$ cat src/rtl/if_id_stage_pkg.sv
// Shared definitions for the IF/ID boundary: instruction field positions, NOP encoding,
// load-use FSM states and a saturating counter helper.
package if_id_stage_pkg;

    localparam int RS_MSB = 25;
    localparam int RS_LSB = 21;
    localparam int RT_MSB = 20;
    localparam int RT_LSB = 16;

    localparam logic [31:0] NOP_WORD = 32'h0000_0000;

    typedef enum logic {
        RUN      = 1'b0,
        LU_STALL = 1'b1
    } lu_state_e;

    function automatic logic [31:0] sat_inc(input logic [31:0] v);
        return (v == 32'hFFFF_FFFF) ? v : v + 32'd1;
    endfunction

endpackage

$ cat src/rtl/if_id_stage_load_use_detect.sv
// Combinational MIPS load-use hazard check of the instruction in ID against a load in EX.
// Zero latency; mask_i suppresses the hazard while the stage is already spending its stall cycle.
module load_use_detect
    import if_id_stage_pkg::*;
#(
    parameter int DW = 32,
    parameter int RW = 5
) (
    input  logic [DW-1:0] id_inst_i,
    input  logic          id_valid_i,
    input  logic          ex_memread_i,
    input  logic [RW-1:0] ex_rt_i,
    input  logic          mask_i,
    output logic          hz_o
);

    logic [RW-1:0] rs;
    logic [RW-1:0] rt;
    logic          src_match;

    assign rs = id_inst_i[RS_MSB:RS_LSB];
    assign rt = id_inst_i[RT_MSB:RT_LSB];

    // Register 0 is hardwired, so a load targeting it never creates a dependency.
    assign src_match = (ex_rt_i != '0) && ((ex_rt_i == rs) || (ex_rt_i == rt));
    assign hz_o      = id_valid_i & ex_memread_i & src_match & ~mask_i;

endmodule

$ cat src/rtl/if_id_stage.sv
// IF/ID pipeline register with valid tracking, branch/jump squash and load-use stall generation.
// Optional performance counters are built when IF_ID_PERF_EN is defined.
module if_id_stage
    import if_id_stage_pkg::*;
#(
    parameter int          DW       = 32,
    parameter int          RW       = 5,
    parameter logic [DW-1:0] NOP_WORD = if_id_stage_pkg::NOP_WORD
) (
    input  logic          clk,
    input  logic          reset,
    input  logic [DW-1:0] IF_Inst,
    input  logic [DW-1:0] IF_PC,
    input  logic          Branch,
    input  logic          Jump,
    input  logic          ext_stall,
    input  logic          EX_MemRead,
    input  logic [RW-1:0] EX_Rt,
    output logic [DW-1:0] ID_Inst,
    output logic [DW-1:0] ID_PC,
    output logic          ID_Valid,
    output logic          stall,
    output logic          bubble
`ifdef IF_ID_PERF_EN
    ,
    output logic [31:0]   lu_stall_cnt,
    output logic [31:0]   flush_cnt
`endif
);

    logic [DW-1:0] id_inst_q, id_inst_d;
    logic [DW-1:0] id_pc_q,   id_pc_d;
    logic          id_valid_q, id_valid_d;
    lu_state_e     state_q, state_d;

    logic flush;
    logic hz;
    logic hz_live;

    assign flush = Branch | Jump;

    load_use_detect #(
        .DW (DW),
        .RW (RW)
    ) u_load_use_detect (
        .id_inst_i    (id_inst_q),
        .id_valid_i   (id_valid_q),
        .ex_memread_i (EX_MemRead),
        .ex_rt_i      (EX_Rt),
        .mask_i       (state_q == LU_STALL),
        .hz_o         (hz)
    );

    // A flush outranks the hazard so the fetch redirect is never held off.
    assign hz_live = hz & ~flush;
    assign stall   = reset & (ext_stall | hz_live);
    assign bubble  = reset & hz_live & ~ext_stall;

    always_comb begin
        id_inst_d  = id_inst_q;
        id_pc_d    = id_pc_q;
        id_valid_d = id_valid_q;
        state_d    = state_q;
        if (!ext_stall) begin
            if (flush) begin
                id_inst_d  = NOP_WORD;
                id_pc_d    = IF_PC;
                id_valid_d = 1'b0;
                state_d    = RUN;
            end else if (hz) begin
                state_d    = LU_STALL;
            end else begin
                id_inst_d  = IF_Inst;
                id_pc_d    = IF_PC;
                id_valid_d = 1'b1;
                state_d    = RUN;
            end
        end
    end

    always_ff @(posedge clk) begin
        if (!reset) begin
            id_inst_q  <= NOP_WORD;
            id_pc_q    <= '0;
            id_valid_q <= 1'b0;
            state_q    <= RUN;
        end else begin
            id_inst_q  <= id_inst_d;
            id_pc_q    <= id_pc_d;
            id_valid_q <= id_valid_d;
            state_q    <= state_d;
        end
    end

    assign ID_Inst  = id_inst_q;
    assign ID_PC    = id_pc_q;
    assign ID_Valid = id_valid_q;

`ifdef IF_ID_PERF_EN
    logic [31:0] lu_stall_cnt_q;
    logic [31:0] flush_cnt_q;

    // bubble is asserted exactly on the edges that take RUN into LU_STALL.
    always_ff @(posedge clk) begin
        if (!reset) begin
            lu_stall_cnt_q <= '0;
            flush_cnt_q    <= '0;
        end else begin
            if (bubble)
                lu_stall_cnt_q <= sat_inc(lu_stall_cnt_q);
            if (flush && !ext_stall)
                flush_cnt_q <= sat_inc(flush_cnt_q);
        end
    end

    assign lu_stall_cnt = lu_stall_cnt_q;
    assign flush_cnt    = flush_cnt_q;
`endif

endmodule

$ cat config.mk
export PLATFORM = sky130hd
export DESIGN_NAME = if_id_stage
export DESIGN_NICKNAME = d
export VERILOG_FILES = /design/src/rtl/if_id_stage_pkg.sv /design/src/rtl/if_id_stage_load_use_detect.sv /design/src/rtl/if_id_stage.sv
export SDC_FILE = /design/constraint.sdc
export NUM_CORES = 1
export LEC_CHECK = 0
export BUFFER_PORTS_ARGS = -buffer_cell sky130_fd_sc_hd__clkbuf_2
export CORE_ASPECT_RATIO = 1.4
export CORE_UTILIZATION = 25
export CTS_BUF_LIST = sky130_fd_sc_hd__clkbuf_8
export DETAILED_ROUTE_END_ITERATION = 7
export PLACE_DENSITY = 0.46
export SYNTH_ARGS = -nofsm -noshare
export SYNTH_HDL_FRONTEND = slang
export SYNTH_SLANG_ARGS = --single-unit
$ cat constraint.sdc
create_clock -name clk -period 2.2 [get_ports clk]
set_input_delay 0.44 -clock clk [delete_from_list [all_inputs] [get_ports clk]]
set_output_delay 0.44 -clock clk [all_outputs]
set_load 0.005 [all_outputs]
==> results of run 1 <==
cell type report:
cell class / count / area, um2
timing repair buffer: 154 / 818.3
clock buffer: 10 / 137.6
fill: 1337 / 8247
multi-input combinational: 223 / 1652
sequential: 66 / 1325
tap: 150 / 187.7
clock inverter: 6 / 65.06
per-stage QoR:
stage	instance area (um2)	hold WS (ns)
finish	4185	0.3032
global route	4185	0.2856
CTS	4182	0.2717
detailed placement	3969	0.4787
global placement	3969	0.4781
floorplan	3208	0.4443
worst min path at each step:
stage                 from     endpoint  slack, ns
2_1_floorplan      state_q      state_q       0.44
3_3_place_gp   ID_Inst[15]  ID_Inst[15]       0.48
3_5_place_dp       state_q      state_q       0.48
4_1_cts        IF_Inst[14]  ID_Inst[14]       0.27
5_1_grt        IF_Inst[17]  ID_Inst[17]       0.29
6_report       IF_Inst[14]  ID_Inst[14]       0.30
cell usage after synthesis:
| library cell | number |
|---|---|
| nand2_1 | 65 |
| o311ai_1 | 8 |
| or2_2 | 1 |
| nor3_2 | 1 |
| a22oi_2 | 1 |
| dfxtp_1 | 66 |
| buf_6 | 8 |
| o21ai_0 | 1 |
| a21oi_1 | 1 |
| and2_1 | 1 |
| o21ai_4 | 1 |
| buf_1 | 3 |
| and3b_1 | 32 |
| nor3_1 | 3 |
| buf_4 | 5 |
| nor2_1 | 3 |
| buf_2 | 4 |
| nor2b_1 | 1 |
| clkbuf_1 | 21 |
| nand2b_1 | 1 |
| a32oi_1 | 32 |
| xor2_1 | 10 |
| o311ai_0 | 24 |
| o21a_4 | 1 |
| nand3_1 | 1 |
| or4_4 | 1 |
| a32o_1 | 32 |
| nor4_1 | 1 |
| o21bai_4 | 1 |
per-layer routing:
| metal | track usage | vias up |
|---|---|---|
| li1 | - | 1551 |
| met1 | 0.1590 | 1483 |
| met2 | 0.2344 | 103 |
| met3 | 0.04267 | 9 |
| met4 | 0.05471 | 0 |
| met5 | 0 | - |
state kept, by name, summed over array words and instances (netlist names):
register / count
state_q: 1
ID_PC: 32
ID_Valid: 1
ID_Inst: 32
power by group through the flow:
stage               clock (mW)  combinational (mW)  sequential (mW)
floorplan                    0               0.210             1.35
global placement             0               0.393             1.35
detailed placement           0               0.400             1.35
CTS                       1.11               0.404             1.32
global route              1.15               0.445             1.33
finish                    1.06               0.398             1.32
logic make-up after synthesis:
family                    Yosys count  share of synthesized area
buffers and inverters              41                    0.07411
xor gates and xnor gates           10                    0.02730
AOI/OAI and AO/OA                 102                     0.2972
DFF                                66                     0.4119
and+or+nand+nor                   111                     0.1895
what timing repair did:
item | in CTS | in global routing
setup buffers | 1 | 0
resized for setup | 1 | 4
endpoints found under the setup margin | 1 | 2
gates cloned | 0 | 0
pin swaps | 3 | 4
==> impl_metrics.tcl, run 1 <==
set metrics [dict create \
    status "finished, violations left" \
    violations "DRC" \
    yosysTopAreaCellShare 0.4119 \
    layout.cells.non_filler 609 \
    fmax_mhz 460.2 \
    fp.dieH_um 136.0 \
    core-area_um2 12430 \
    grt_max_degree 64 \
    layout_setup_ws_ns 0.02686 \
    viasPerCell 5.166 \
    p_sw_frac 0.2730 \
    p_per_area_nw_per_um2 664.1 \
    final-setup-viol-count 0 \
    min_period_ns 2.173 \
    yosys_warnings 0 \
    syn_nets 405 \
    path_buf_inv 1 \
    drv_cap 0 \
    start_util 0.2581 \
    clock_sinks 66 \
    finalCritPeriodShare 0.9878 \
    antenna_found_initial 0 \
    worstMarginPinSlew_ns 0.3925 \
    slowest_stage "dfxtp_2" \
    mostFrequentLayoutCells "139 x clkbuf_2, 65 x nand2_1, 63 x dfxtp_1" \
    cp_top_family "simple AND/OR/NAND/NOR gates" \
    total_power_mw 2.779 \
    area_delta_synth_final_pct 30.46 \
    rsz0062_at_grt "yes" \
    top_layer "met4" \
    intPower_mw 2.021 \
    arrival_ns 1.73 \
    required_ns 1.76 \
    grt_pass1_wl_um 14680 \
    ys_seq_elements 66 \
    diodes 0 \
    startpoint "ID_Inst[19]" \
    final_common_cell "clkbuf_2" \
    wl_met2_um 4490 \
    crit_end "bubble" \
    drive_above_1_share 0.3943 \
    final_util 0.3367 \
    ioPinCount 142 \
    p_seq_frac 0.476 \
    reg2reg_slack_ns 0.35 \
    place.detailed.hpwl_um 6115 \
    end_kind "primary output" \
    cp.depth 6 \
    crit_chain "xor2_1 > nor3_1 > a22oi_2 > or2_2 > nor2_2 > clkbuf_2" \
    syn_inst 330 \
    rows 48 \
    r2r-start "ID_Inst[19]" \
    finClkSkew_ns 0.006994 \
    track_usage 0.1370 \
    final-hold-violation-count 0 \
    routed_wl_um 9152 \
    root_buffer "clkbuf_8" \
    grt-ovfl-total 0 \
    drt_iter0_markers 106 \
    cp-start-kind "flop" \
    wl_met1_um 3873 \
    worst-r2r-cell-count 7 \
    vias 3146 \
    avgSynthCellArea_um2 9.721 \
    syn_area_um2 3208 \
    p_leak_nw 1.861 \
    dp_slack_ns 0.1075 \
    port-buffer-count 141 \
    remaining_drc_errors 9 \
    power_switching_mw 0.7587 \
    yosys.cell_types.count 29 \
    whs_path_depth 2 \
    hp-class "in -> reg" \
    grt_pass1_vias 2978 \
    ctsHtreeMaxLevel 3 \
    slowest_delay_ns 0.35 \
    dieWidth_um 97.74 \
    crit_type "reg -> out" \
    setup_tns_ns 0 \
    clock_path_buffers 2 \
    ys_seq_area_frac 0.4119 \
    antenna_left 0 \
    dpl.cell_count 592 \
    ctsHoldBuffers 0 \
    dr.pass1.iters 7 \
    synth_area_leader_cell "dfxtp_1" \
    cts_buffers 9 \
    clkPwrFrac 0.381 \
    cts_tree "yes" \
    vdd_drop_max_v 0.0002904 \
    clock_latency_ns 0.34 \
    routed-wl-met3_um 672 \
    clk_pin_slew_ns 0.08 \
    comb_power_share 0.143 \
    num-nets-final 529 \
    avgRoutedWirePerCell_um 15.03 \
    slew_violations 0 \
    worstReg2RegEnd "ID_PC[21]" \
    critPathMaxFanout 3 \
    finalWeightedCongestion 0.7340 \
    synthTopCellsByArea "dfxtp_1 41%, a32o_1 10%, a32oi_1 8.7%" \
    fp.dieArea_um2 13300 \
    max_slew_margin 0.7383 \
]
Note: power is estimated with default switching activity, not from simulation.
==> inputs of run 2 (changes only) <==
CORE_UTILIZATION = 47   (was 25)
PLACE_DENSITY = 0.81   (was 0.46)
SYNTH_HIERARCHICAL = 1   (was unset)
==> impl_metrics.tcl, run 2 <==
set metrics [dict create \
    finClkSkew_ns 0.006699 \
    intPower_mw 1.944 \
    async_reset_ff_frac 0 \
    final_util 0.6614 \
    antenna_left 0 \
    p_per_area_nw_per_um2 694.7 \
    fp.dieH_um 92.22 \
    vdd_drop_max_v 0.0004398 \
    status "finished, violations left" \
    dr.pass1.iters 4 \
    port-buffer-count 141 \
    layout.cells.non_filler 524 \
    cts_tree "yes" \
    grt_pass1_wl_um 10570 \
    yosysMostFrequentCell "nand2_1" \
    finalWeightedCongestion 0.7525 \
    drv_cap 0 \
    final_common_cell "clkbuf_2" \
    ctsHoldBuffers 0 \
    clock_sinks 66 \
    cp_top_family "simple AND/OR/NAND/NOR gates" \
    grt_max_degree 73 \
    clock_latency_ns 0.33 \
    synth_area_leader_cell "dfxtp_1" \
    slowest_delay_ns 0.33 \
    mostFrequentLayoutCells "140 x clkbuf_2, 77 x nand2_1, 63 x dfxtp_1" \
    worstMarginPinSlew_ns 0.6357 \
    core-area_um2 5565 \
    fp.dieArea_um2 6128 \
    synthTopCellsByCount "77 x nand2_1, 66 x dfxtp_1, 34 x o21ai_0" \
    avgRoutedWirePerCell_um 12.63 \
    max_slew_margin 0.5762 \
    ys_seq_elements 66 \
    finalCritPeriodShare 1.070 \
    synthTopCellsByArea "dfxtp_1 48%, mux2i_1 12%, nand2_1 11%" \
    yosys_warnings 6 \
    clk_pin_slew_ns 0.07 \
    area_delta_synth_final_pct 34.71 \
    arrival_ns 1.91 \
    fmax_mhz 424.8 \
    diodes 0 \
    num-fill-cells 470 \
    avgSynthCellArea_um2 8.648 \
    ctsHtreeMaxLevel 3 \
    final-setup-viol-count 2 \
    place.detailed.hpwl_um 4779 \
    slowest_stage "dfxtp_2" \
    end_kind "primary output" \
    crit_type "reg -> out" \
    slew_violations 0 \
    routed_wl_um 6620 \
    synth_edf_count 0 \
    final-hold-violation-count 0 \
    rows 32 \
    critPathMaxFanout 3 \
    yosys.cell_types.count 27 \
    hp-class "in -> reg" \
    drive_above_1_share 0.3772 \
    dpl.cell_count 509 \
    startpoint "ID_Inst[25]" \
    layout_setup_ws_ns -0.1540 \
    viasPerCell 5.021 \
    ioPinCount 142 \
    power_switching_mw 0.6135 \
    comb_power_share 0.120 \
    root_buffer "clkbuf_8" \
    total_power_mw 2.557 \
    clkPwrFrac 0.378 \
    r2r-start "ID_Inst[25]" \
    yosysTopAreaCellShare 0.4835 \
    cts_buffers 9 \
    violations "setup timing" \
    path_buf_inv 1 \
    dieWidth_um 66.45 \
    ys_seq_area_frac 0.4835 \
    syn_nets 391 \
    start_util 0.4910 \
    syn_area_um2 2733 \
    clock_path_buffers 2 \
    num-nets-final 527 \
    track_usage 0.2247 \
    p_sw_frac 0.2399 \
    grt-ovfl-total 0 \
    crit_chain "xor2_1 > nor3_1 > nand3_1 > a21oi_2 > nor3b_4 > and3_1 > clkbuf_2" \
    min_period_ns 2.354 \
    antenna_found_initial 0 \
    p_seq_frac 0.502 \
    remaining_drc_errors 0 \
    rsz0062_at_grt "yes" \
    drt_iter0_markers 115 \
    p_leak_nw 1.813 \
    grt_pass1_vias 2434 \
    cp-start-kind "flop" \
    min_from "IF_Inst[18]" \
    required_ns 1.76 \
    syn_inst 316 \
    vias 2631 \
    synth_top_flop_cell "dfxtp_1" \
]
## run 2: changes by cell type in the layout (fill, tap and decap cells not counted), moves of 24 or more
cell and change:
a32o_1 -32, o311ai_0 -24, mux2i_1 +32, and3b_1 -32
a32oi_1 -32, o21ai_0 +32
## run 2: what timing repair did
action                     4_1_cts  5_1_grt
gates resized for setup          3        2
setup buffers                    1        0
setup endpoints to repair        2       30
pin swaps                        2        4
## run 2: area by class of cell
type                       instances  area (um2)  share of cell area
timing repair buffer             151       793.3              0.2155
sequential                        66        1325              0.3600
clock buffer                      10       137.6             0.03739
clock inverter                     5       47.55             0.01292
multi-input combinational        223        1289              0.3501
inverter                           1       3.754            0.001020
tap                               68       85.08             0.02311
## run 2: per-stage QoR
step,area [um2],hold WS (ns),TNS (ns),setup slack (ns)
CTS,3687,0.3107,-0.2654,-0.1329
global placement,3488,0.4407,-4.648,-0.1245
floorplan,2734,0.4511,0,0.01777
global route,3681,0.3169,-0.7105,-0.3340
detailed placement,3488,0.4472,-5.945,-0.1644
finish,3681,0.3238,-0.2857,-0.1540
## run 2: worst min-delay path: stages
cell	delay (ns)
clkbuf_2	0.08
nand2_1	0.05
a21boi_1	0.05
## run 2: kinds of logic (layout without fill, tap and decap cells)
group	count (synthesis)	count (layout)	synth area share
compound gates	69	69	0.1383
mux	32	32	0.1172
buf+inv	27	167	0.04807
flops	66	66	0.4835
simple gates	112	112	0.1809
xor+xnor	10	10	0.03205
## run 2: path summary, 6_finish.rpt
| path | end | slack [ns] | depth (start not counted) |
|---|---|---|---|
| max | bubble | -0.15 | 7 |
| min | ID_Inst[18] | 0.32 | 3 |
| min reg2reg | ID_PC[28] | 0.46 | 2 |
| max reg2reg | ID_Inst[20] | 0.20 | 8 |
## run 2: metal layers
layer	global-route usage	wire length (um)	part of all wire
met3	0.07711	601	0.091
met5	0	0	0
met4	0.1011	76	0.011
met2	0.3912	3296	0.50
met1	0.2370	2645	0.40
## run 2: power groups by stage
stage | registers (mW) | logic (mW) | clock network [mW]
after floorplan | 1.31 | 0.149 | 0
after global routing | 1.29 | 0.341 | 1.05
after CTS | 1.28 | 0.310 | 0.991
after global placement | 1.31 | 0.302 | 0
after detailed placement | 1.31 | 0.309 | 0
final | 1.28 | 0.307 | 0.966
==> inputs of run 3 (changes only) <==
ABC_CLOCK_PERIOD_IN_PS = 2200   (was unset)
RECOVER_POWER = 25   (was unset)
==> impl_metrics.tcl, run 3 (synthesis gave the netlist of run 2 again) <==
set metrics [dict create \
    finalWeightedCongestion 0.7525 \
    hold_path_end "ID_Inst[18]" \
    clock_sinks 66 \
    dp_slack_ns -0.1644 \
    grt_max_degree 73 \
    rows 32 \
    final_common_cell "clkbuf_2" \
    track_usage 0.2247 \
    viasPerCell 5.031 \
    slowest_stage "dfxtp_2" \
    final-hold-violation-count 0 \
    area_delta_synth_final_pct 34.20 \
    p_per_area_nw_per_um2 696.0 \
    arrival_ns 1.91 \
    min_period_ns 2.352 \
    violations "setup timing" \
    drt_iter0_markers 135 \
    end_kind "primary output" \
    num-nets-final 527 \
    place.detailed.hpwl_um 4779 \
    dr.pass1.iters 4 \
    clock_latency_ns 0.33 \
    dieWidth_um 66.45 \
    grt_pass1_wl_um 10570 \
    routed_wl_um 6630 \
    crit_type "reg -> out" \
    required_ns 1.76 \
    clock_path_buffers 2 \
    remaining_drc_errors 0 \
    p_leak_nw 1.776 \
    cp-start-kind "flop" \
    vias 2636 \
    hold_slack_ns 0.3248 \
    finalCritPeriodShare 1.069 \
    setup_tns_ns -0.2816 \
    finClkSkew_ns 0.006946 \
    cts_buffers 9 \
    root_buffer "clkbuf_8" \
    start_util 0.4910 \
    slew_violations 0 \
    dpl.cell_count 509 \
    antenna_found_initial 0 \
    whs_path_depth 3 \
    slowest_delay_ns 0.33 \
    final-setup-viol-count 2 \
    r2r-start "ID_Inst[25]" \
    mostFrequentLayoutCells "129 x clkbuf_2, 77 x nand2_1, 63 x dfxtp_1" \
    antenna_left 0 \
    core-area_um2 5565 \
    status "finished, violations left" \
    ioPinCount 142 \
    fmax_mhz 425.1 \
    fp.dieArea_um2 6128 \
    vdd_drop_max_v 0.0004390 \
    reg2reg_slack_ns 0.21 \
    port-buffer-count 141 \
    min_from "IF_Inst[18]" \
    worstMarginPinSlew_ns 0.6372 \
    ctsHoldBuffers 0 \
    worst-r2r-cell-count 8 \
    cts_tree "yes" \
    ctsHtreeMaxLevel 3 \
    rsz0062_at_grt "yes" \
    worstReg2RegEnd "ID_Inst[20]" \
    drv_cap 0 \
    diodes 0 \
    hp-class "in -> reg" \
    avgRoutedWirePerCell_um 12.65 \
    crit_chain "xor2_1 > nor3_1 > nand3_1 > a21oi_2 > nor3b_4 > and3_1 > clkbuf_2" \
    layout_setup_ws_ns -0.1521 \
    grt_pass1_vias 2434 \
    max_slew_margin 0.5752 \
    fp.dieH_um 92.22 \
    total_power_mw 2.552 \
    critPathMaxFanout 3 \
    drive_above_1_share 0.3531 \
    grt-ovfl-total 0 \
    clk_pin_slew_ns 0.07 \
    layout.cells.non_filler 524 \
]
## run 3: repair_timing
item | in CTS | in global routing
resized for setup | 3 | 2
endpoints found under the setup margin | 2 | 30
buffers inserted | 1 | 0
pin swaps | 2 | 4
## run 3: worst max-delay path: cells and delay by family (launching register included)
kind	cells	cell delay, ns
compound gates	1	0.20
xor+xnor	1	0.14
buf+inv	1	0.11
flops	1	0.33
simple gates	4	0.80
## run 3: how the worst max path moves through the flow
stage                 from         to  cells past startpoint
2_1_floorplan     EX_Rt[2]     bubble                      7
3_3_place_gp      EX_Rt[4]  ID_PC[10]                      8
3_5_place_dp      EX_Rt[4]  ID_PC[18]                      8
4_1_cts        ID_Inst[18]      stall                      8
5_1_grt        ID_Inst[25]      stall                      8
6_report       ID_Inst[25]     bubble                      7
## run 3: through the flow
stage | cell area [um2] | utilization
detailed placement | 3488 | 0.6268
global placement | 3488 | 0.6268
floorplan | 2734 | -
finish | 3667 | 0.6589
global route | 3667 | 0.6589
CTS | 3687 | 0.6625
## run 3: area by class of cell
type	instances	area [um2]
Clock buffer	10	137.6
Clock inverter	5	47.55
Fill cell	473	1898
Inverter	1	3.754
Multi-Input combinational cell	223	1289
Sequential cell	66	1325
Tap cell	68	85.08
Timing Repair Buffer	151	779.5
## run 3: metal layers
layer  up-vias  global-route usage  part of all wire
met5         -                   0                 0
met4         0              0.1011            0.0097
met3         7             0.07711             0.089
met2       103              0.3912              0.50
met1      1189              0.2370              0.40
li1       1337                   -                 -
## run 3: where the power goes
part	leakage, nW	internal, mW	total, mW	switching, mW
logic	1.13	0.152	0.304	0.153
clock network	0.105	0.536	0.963	0.427
registers	0.543	1.25	1.28	0.0310
